## config.mk

```make
export PLATFORM = sky130hd
export DESIGN_NAME = fifo_rd_prefetch
export DESIGN_NICKNAME = d
export VERILOG_FILES = /design/src/rtl/fifo_rd_prefetch.sv
export SDC_FILE = /design/constraint.sdc
export NUM_CORES = 1
export LEC_CHECK = 0
export ABC_CLOCK_PERIOD_IN_PS = 2700
export CORE_MARGIN = 5
export CORE_UTILIZATION = 35
export CTS_CLUSTER_DIAMETER = 100
export CTS_CLUSTER_SIZE = 20
export DETAILED_ROUTE_END_ITERATION = 6
export GPL_TIMING_DRIVEN = 0
export PLACE_DENSITY = 0.56
export SYNTH_ARGS = -nofsm -noshare
export SYNTH_HDL_FRONTEND = slang
export SYNTH_SLANG_ARGS = --single-unit
```

## constraint.sdc

```tcl
create_clock -name i_rclk -period 2.7 [get_ports i_rclk]
set_input_delay 0.405 -clock i_rclk [delete_from_list [all_inputs] [get_ports i_rclk]]
set_output_delay 0.405 -clock i_rclk [all_outputs]
set_load 0.1 [all_outputs]
```

## src/rtl/fifo_rd_prefetch.sv

```systemverilog
// fifo_rd_prefetch: read-side prefetch stage behind the async FIFO controller.
// Pops ahead of the consumer and absorbs the RAM read latency in a skid buffer.
module fifo_rd_prefetch #(
    parameter int DATA_WIDTH = 8,
    parameter int RD_LAT     = 1
) (
    input  logic                  i_rclk,
    input  logic                  i_rrst_n,
    input  logic                  i_empty,
    output logic                  o_pop,
    input  logic [DATA_WIDTH-1:0] i_rdata,
    output logic [DATA_WIDTH-1:0] o_data,
    output logic                  o_valid,
    input  logic                  i_ready,
    output logic [1:0]            o_level
);

    localparam int SKID_DEPTH = RD_LAT + 1;
    localparam int PW         = $clog2(SKID_DEPTH);

    if (RD_LAT != 1 && RD_LAT != 2) begin : g_bad_lat
        $error("fifo_rd_prefetch: RD_LAT must be 1 or 2");
    end

    logic                  run_q;
    logic [RD_LAT-1:0]     pipe_q;
    logic [RD_LAT-1:0]     pipe_d;
    logic [DATA_WIDTH-1:0] mem_q [SKID_DEPTH];
    logic [PW-1:0]         head_q;
    logic [PW-1:0]         head_d;
    logic [PW-1:0]         tail_q;
    logic [PW-1:0]         tail_d;
    logic [1:0]            level_q;
    logic [1:0]            level_d;
    logic [2:0]            inflight;
    logic [2:0]            credits;
    logic                  drain;
    logic                  cap;

    function automatic logic [PW-1:0] ptr_inc(input logic [PW-1:0] p);
        return (p == PW'(SKID_DEPTH - 1)) ? '0 : p + 1'b1;
    endfunction

    // Count pops still waiting for their RAM word.
    always_comb begin
        inflight = '0;
        for (int i = 0; i < RD_LAT; i++) begin
            inflight = inflight + {2'b00, pipe_q[i]};
        end
    end

    assign drain   = o_valid & i_ready;
    assign cap     = pipe_q[RD_LAT-1];
    assign credits = {1'b0, level_q} + inflight;
    assign o_pop   = run_q & ~i_empty
                   & ((credits - {2'b00, drain}) < 3'(SKID_DEPTH));

    assign o_valid = (level_q != 2'd0);
    assign o_level = level_q;
    assign o_data  = mem_q[head_q];

    // Next-state for the pop delay line, pointers and fill level.
    always_comb begin
        pipe_d    = pipe_q;
        pipe_d[0] = o_pop;
        for (int i = 1; i < RD_LAT; i++) begin
            pipe_d[i] = pipe_q[i-1];
        end
        head_d  = drain ? ptr_inc(head_q) : head_q;
        tail_d  = cap ? ptr_inc(tail_q) : tail_q;
        level_d = level_q;
        if (cap && !drain) begin
            level_d = level_q + 2'd1;
        end else if (!cap && drain) begin
            level_d = level_q - 2'd1;
        end
    end

    // Control state: run flag arms one edge after reset release.
    always_ff @(posedge i_rclk or negedge i_rrst_n) begin
        if (!i_rrst_n) begin
            run_q   <= 1'b0;
            pipe_q  <= '0;
            head_q  <= '0;
            tail_q  <= '0;
            level_q <= 2'd0;
        end else begin
            run_q   <= 1'b1;
            pipe_q  <= pipe_d;
            head_q  <= head_d;
            tail_q  <= tail_d;
            level_q <= level_d;
        end
    end

    // Skid storage: returned RAM word lands at the tail.
    always_ff @(posedge i_rclk or negedge i_rrst_n) begin
        if (!i_rrst_n) begin
            for (int i = 0; i < SKID_DEPTH; i++) begin
                mem_q[i] <= '0;
            end
        end else if (cap) begin
            mem_q[tail_q] <= i_rdata;
        end
    end

endmodule

```

Yosys cells after proc, flatten, opt, wreduce, memory -nomap -nowiden
Index checks and enable logic that the tools add are counted.

storage, ports and cells
  register bits = 22
  bits of input ports = 12
  word-level logic and storage cells = 40

operators by class
  add/sub/neg operators = 6
  $lt $le $gt $ge = 4
  muxes and demuxes = 10
  bitwise logic cells = 6
  reduce and logical (&&, ||, !) cells = 7

operator list
  operator                                             number
  2-to-1 mux 8 bit                                     4
  bitwise mux 16 bit                                   1
  demux 8 bit (select 1 bit)                           1
  >= comparator 2 bit (second input constant)          2
  2-to-1 mux 2 bit                                     2
  inverter 1 -> 2 bit                                  2
  nonzero test 2 bit                                   2
  adder 2 x 1 -> 3 bit                                 1
  AND 1 bit                                            3
  logical AND 1 bit                                    3
  < comparator 3 x 2 -> 1 bit (second input constant)  1
  subtractor 3 x 1 -> 3 bit                            1
  adder 1 bit (second input constant)                  2
  adder 2 x 1 -> 2 bit (second input constant)         1
  zero test 1 bit                                      2
  < comparator 2 x 1 -> 1 bit (second input constant)  1
  2-to-1 mux 1 bit                                     2
  subtractor 2 x 1 -> 2 bit (second input constant)    1
  inverter 1 bit                                       1

Logic depth before layout (Yosys ltp)
  word-level depth = 6
  mapped depth = 7
  gate-level depth less buffers = 7

Worst setup path after synthesis
No wires, ideal clock.

  path type = reg-to-output
  start = reg level_q[1], in the netlist o_level[1]
  end = out o_pop
  data arrival time = 4,946 ps
  path slack = -2,651 ps
  cell stages (with the launch flop) = 8
  cells stage by stage = dfrtp_1 > or2_2 > nand2_2 > ha_1 > nand2b_1 > fa_1 > xor2_1 > nor3_1

between the ends
  longest elaborated chain between the ends = 5
  elaborated cells between the ends (all ways) = 6
  those cells by class = add/sub: 2; order compare: 1; bitwise: 2; reduce/logical: 1

ends and longest elaborated chain
  item                         RTL line  source
  start, declared              33        logic [1:0] level_q;
  start signal, assigned       92        level_q <= level_d;
  nonzero test 2 bit           58        assign o_valid = (level_q != 2'd0);
  named net o_valid            13        output logic o_valid,
  AND 1 bit                    52        assign drain = o_valid & i_ready;
  subtractor 3 x 1 -> 3 bit    56        & ((credits - {2'b00, drain}) < 3'(SKID_DEPTH));
  < comparator 3 x 2 -> 1 bit  56
  AND 1 bit                    56
  end, declared                10        output logic o_pop,

The timed path passes the listed nets, and every way through them passes these cells.

Worst setup path after layout
  start = reg level_q[0], in the netlist o_level[0]
  end = out o_pop

between the ends
  longest elaborated chain between the ends = 5
  elaborated cells between the ends (all ways) = 6
  those cells by class = add/sub: 2; order compare: 1; bitwise: 2; reduce/logical: 1

ends and longest elaborated chain
  item                                                          RTL line
  branches (longest 2 deep; another with adder 2 x 1 -> 3 bit)  n/a
  subtractor 3 x 1 -> 3 bit (*)                                 56
  < comparator 3 x 2 -> 1 bit (*)                               56
  AND 1 bit (*)                                                 56

Every way passes the cells marked *.

==> flow_summary.ini <==
[status]
status = complete, but fails checks
violations = negative setup slack

[worst_setup_path]
cp.arrival_ps = 2440
path_cells = or2_4 > nand2_4 > ha_4 > nand2b_4 > fa_2 > xor2_1 > nor3_4 > buf_12
crit_type = register to primary output
critical_path_depth = 8
path_buf_inv = 1
end_kind = primary output
crit_slowest_cell = dfrtp_4
path_max_fanout = 3
crit_family = simple AND/OR/NAND/NOR gates
cp.required_ps = 2300
r2r_cells = 7
cp-start-kind = register
max_stage_delay_ps = 500

[route]
dr.max_layer_used = met4
routed_via_density = 4.82
drtIter0Drc = 3
dr_wl_met3_um = 150
drt_pass1_iterations = 3
wl_um = 1800
drcViolationCount = 0
wl_met1_um = 735
vias = 612
ant_nets = 0
wl_met2_um = 899
post_drt_wl_per_cell_um = 14.2

[sta]
fmaxAchievable_mhz = 352
slew_headroom_pct = 33.8
setup_viol = 1
report.final.slew_viol_count = 0
layout_setup_ws_ps = -144
rsz0062_at_grt = true
min_period_ps = 2840
finalCritPeriodShare_pct = 105
tightest_slew_ps = 990
finalHoldViolations = 0
skew_ps = 9.41

[place]
gp_congestion = 0.684
place_area_sq_mm = 0.00130
dp_cells = 121
io_buffers = 23
dp_hpwl_um = 1310
place_ws_ps = -916

[layout]
drive_above_1_share_pct = 45.8
stdcell_area_sq_mm = 0.00140
fillerInstances = 269
antenna_cells = 0
areaGrowthSynthToFinish_pct = 42.2
fin_util_pct = 51.2
nets = 112
fin_cells = 127

[floorplan]
rows = 19
ios = 24
core_sq_mm = 0.00273
fp.dieArea_sq_mm = 0.00397
start_util_pct = 36.0
die_h_um = 63.0
chipWidth_um = 63.0

[grt]
grt_pass1_wl_um = 3140
grtUsageTotal_pct = 10.2
grt_max_degree = 23
grt_pass1_vias = 701
grt-ovfl-total = 0
antenna_found_initial = 0

[cts]
clk_latency_ps = 310
clock_sinks = 22
cts_tree = done
numCtsBuffers = 3
clk_pin_slew_ps = 130
root_buffer = clkbuf_4
clockBufferDepth = 2
htree_levels = 1

[synth]
synth_top_cell_by_area = dfrtp_1
synth-simple-area-share_pct = 4.96
synth.top_cell.area_share_pct = 56.0
synth_top_family_by_area = multiplexers
synth_adder_area_share_pct = 4.58
synth-xor-area-share_pct = 5.34
synthCells = 67
ys_types = 17
synth_top_cells_by_area = dfrtp_1 (56%), mux2_2 (27%), xor2_1 (3.6%)
yosysWarnings = 0
synth-compound-area-share_pct = 0
syn_nets = 82
muxShareOfSynthArea_pct = 27.5
ys_ff_latch = 22
avgSynthCellArea_sq_um = 14.7
syn_area_sq_um = 983
ys_seq_area_share_pct = 56.0

[hold_path]
hold_depth = 1
hold_path_class = register to register

[job]
maxCapViolCount = 0
-- through the flow --
stage / hold WS (ps) / TNS [ps]
detailed placement: 491 / -916
finish: 515 / -144
global route: 528 / -245
floorplan: 109 / -933
global placement: 482 / -909
CTS: 520 / -195
-- cell families after synthesis --
group	Yosys count
buffers and inverters	3
and+or+nand+nor	8
DFF	22
other	1
adders and majority gates	3
xor gates and xnor gates	6
muxes	24
-- area by class of cell --
type	count	area, sq um	share of cell area [%]
inverters	2	7.51	0.537
repair buffers	25	273	19.5
multi-input cells	42	464	33.2
clock inverters	1	30.0	2.15
well taps	31	38.8	2.77
plain buffers	1	5.00	0.358
flip-flops and latches	22	558	39.9
clock buffers	3	22.5	1.61
-- layout by cell type, fill, tap and decap left out, drive strengths merged, types with 2 or more instances in the layout --
master | Yosys | final
mux2 | 24 | 24
dfrtp | 22 | 22
clkdlybuf4s50 | 0 | 15
dlymetal6s2s | 0 | 7
xor2 | 4 | 4
buf | 1 | 4
clkbuf | 0 | 3
nand2 | 3 | 3
xnor2 | 2 | 2
inv | 2 | 2
nor2 | 2 | 2
ha | 2 | 2
-- state kept, by name (all words and copies together), names as in the netlist --
name / cells
o_level: 2
run_q: 1
head_q: 1
cap: 1
mem_q: 16
tail_q: 1
-- per-layer routing --
metal / vias up / global-route usage, %
met5: - / 0
met4: 0 / 3.18
li1: 284 / -
met2: 18 / 16.9
met1: 308 / 11.2
met3: 2 / 5.40
-- synth_stat cells --
cell / instances
inv_1: 1
nor3_1: 1
fa_1: 1
nor2_1: 1
conb_1: 1
buf_2: 1
nand2b_1: 1
xnor2_1: 2
xor2_1: 4
or2_2: 1
nand2_1: 1
inv_2: 1
dfrtp_1: 22
mux2_2: 24
nand2_2: 2
nor2_4: 1
ha_1: 2
-- timing repair --
action                     CTS  global route
resized for setup            9             7
pin swaps                    0             0
hold buffers                 0             0
setup buffers                1             1
setup endpoints to repair    1             8
-- worst paths after layout --
path	start	slack [ps]	endpoint
worst max-delay path	o_level[0]$_DFFE_PN0N_	-140	o_pop
worst min register to register	mem_q[1]$_DFFE_PN0P_	510	mem_q[1]$_DFFE_PN0P_
worst min-delay path	mem_q[1]$_DFFE_PN0P_	510	mem_q[1]$_DFFE_PN0P_
worst max register to register	o_level[0]$_DFFE_PN0N_	680	cap$_DFF_PN0_
max in group asynchronous	i_rrst_n	1360	o_level[1]$_DFFE_PN0N_
min in group asynchronous	i_rrst_n	620	mem_q[7]$_DFFE_PN0P_
Power is not shown: default switching activity piles up to over one toggle a cycle in this logic, so the estimate is an artifact.
==> patch, RTL diff (same flow settings) <==
Reset style: synchronous (`i_rrst_n`), changed in 2 clocked blocks. Comments in the files are not updated.
--- a/src/rtl/fifo_rd_prefetch.sv
+++ b/src/rtl/fifo_rd_prefetch.sv
@@ -77,7 +77,7 @@
     end
 
     // Control state: run flag arms one edge after reset release.
-    always_ff @(posedge i_rclk or negedge i_rrst_n) begin
+    always_ff @(posedge i_rclk) begin
         if (!i_rrst_n) begin
             run_q   <= 1'b0;
             pipe_q  <= '0;
@@ -94,7 +94,7 @@
     end
 
     // Skid storage: returned RAM word lands at the tail.
-    always_ff @(posedge i_rclk or negedge i_rrst_n) begin
+    always_ff @(posedge i_rclk) begin
         if (!i_rrst_n) begin
             for (int i = 0; i < SKID_DEPTH; i++) begin
                 mem_q[i] <= '0;
Formal check against the unedited RTL: differs if i_rrst_n is asserted again (counterexample within 4 cycles, from zero or initial values and one cycle with i_rrst_n low); with i_rrst_n held inactive, the same outputs for 10 cycles.
==> patch against the unedited design <==
Cell count increased by 16%. Routed wire length is 10% higher. Sequential cell count rose by 1. Final area is 0.63% lower. Maximum frequency increased by 5.8%. Utilization is 0.76 points lower. Synthesized area is 2.3% higher. Setup slack gained 0.16 ns.
==> patch: results (changes against the unedited design) <==
Logic synthesis
  • Post-synth ARST share: 0% (-100 points)
  • EDFF count, synth: 16 (+16)
  • Net Count, Synth: 99 (+21%)
  • Synth area leaders: edfxtp_1 48%, dfxtp_1 14%, mux2_2 9.0%
  • Synth Area in XOR/XNOR: 2.61% (-2.7 points)
  • Yosys cell types: 22 (+5)
  • Syn_area_per_cell: 12.0 sq um (-18%)
  • Post-synthesis compound-gate area fraction: 2.86% (+2.9 points)
  • Register area share after synthesis: 61.7% (+5.7 points)
  • Mux contribution to synthesized area: 8.96% (-19 points)
  • Post-Synth Adder-Cell Area: 4.48% (-0.10 points)
  • Post-synth top cells: 16 x edfxtp_1, 16 x nor2_1, 12 x nand2_1

Min path
  • Worst Hold End: tail_q
  • Hold path cells: 2 (+1)
  • HP Start: tail_q

Worst setup path
  • Reg-to-reg slack, setup: 0.73 ns (+0.05 ns)
  • Critical R2R Launch: o_level[0]
  • Biggest cell delay along the critical path: 0.54 ns (+0.04 ns)
  • Worst reg2reg endpoint: cap
  • Largest delay share family, worst path: adder cells
  • CP max FO: 2 (-1)
  • Slowest-stage cell, CP: fa_2
  • Worst EP arrival: 2.28 ns (-0.16 ns)

Global route
  • GR Util All Layers: 10.9% (+0.71 points)
  • Pin count of the biggest net entering global routing: 14 (-39%)
  • First-pass GRT wire length: 3470 microns (+11%)
  • Vias in the first global route: 761 (+8.6%)

Place
  • DP Wirelength: 1410 microns (+7.5%)
  • Cells after DPL: 138 (+14%)
  • RD Place Congestion: 0.655 (-4.2%)

Drt
  • Initial DRC Count: 20 (+17)
  • DR vias: 719 (+17%)
  • Drt first pass iters: 4 (+1)

Clock network
  • Clk slew on worst S/H paths: 0.11 ns (-0.02 ns)
  • Root buf cell: clkbuf_4

Final layout
  • Cell Count, Final, Fillers Out: 147 (+16%)
  • Fin nets: 132 (+18%)

Status
  • Outcome: completed

STA
  • Max_slew headroom: 35.2% (+1.4 points)
  • Worst Skew: 0.0105 ns (+0.00111 ns)
-- patch: kinds of logic after synthesis --
kind of cell	count (synthesis)
mux	8
simple gates	38
compound gates	4
flops	23
xor+xnor	3
fa+ha+maj	3
buf+inv	5
-- patch: worst max path at each step --
stage	from	end	cells after the start
2_1_floorplan	o_level[1]	o_pop	6
3_3_place_gp	i_ready	o_pop	8
3_5_place_dp	i_ready	o_pop	8
4_1_cts	o_level[0]	o_pop	6
5_1_grt	o_level[0]	o_pop	6
6_report	o_level[0]	o_pop	6
-- patch: cell type report --
| class | instances | area [sq um] |
|---|---|---|
| Clock buffer | 3 | 22.5 |
| Buffer | 3 | 15.0 |
| Timing Repair Buffer | 28 | 277 |
| Tap cell | 31 | 38.8 |
| Clock inverter | 1 | 5.00 |
| Inverter | 2 | 7.51 |
| Fill cell | 280 | 1370 |
| Sequential cell | 23 | 628 |
| Multi-Input combinational cell | 56 | 397 |
-- patch: what timing repair did --
item                       4_1_cts  5_1_grt
setup buffers                    5        0
pin swaps                        4        1
cloned                           0        0
setup endpoints to repair        1        1
resized for setup               13        1
-- patch: per-layer routing --
layer	GRT usage (%)	wire length, microns	up-vias
met3	4.80	123	2
met5	0	0	-
li1	-	-	351
met4	3.38	13	0
met2	19.3	1000	21
met1	11.6	851	345
-- patch: through the flow --
step	utilization, %	setup slack [ns]	cell area (sq um)	hold WS (ns)
2_1_floorplan	-	0.0543	1020	0.433
6_report	50.4	0.0119	1390	0.490
5_1_grt	50.4	-0.0800	1390	0.507
4_1_cts	50.1	-0.0196	1380	0.492
3_5_place_dp	46.6	-1.19	1290	0.475
3_3_place_gp	46.6	-1.17	1290	0.462
-- patch: power groups by stage --
stage | Combinational, W | Sequential (W) | Clock (W)
after global routing | 0.000998 | 0.000480 | 0.000180
after global placement | 0.000865 | 0.000485 | 0
final | 0.000953 | 0.000474 | 0.000156
after CTS | 0.000952 | 0.000475 | 0.000164
after floorplan | 0.000613 | 0.000558 | 0
after detailed placement | 0.000871 | 0.000489 | 0
-- patch: worst reg2reg max path: stages (launching register included) --
cell and delay (ns):
dfxtp_4 0.37, o21ai_4 0.17, ha_4 0.22, or2b_1 0.26, fa_2 0.38, xnor2_2 0.13
and4b_4 0.20, and2_1 0.15
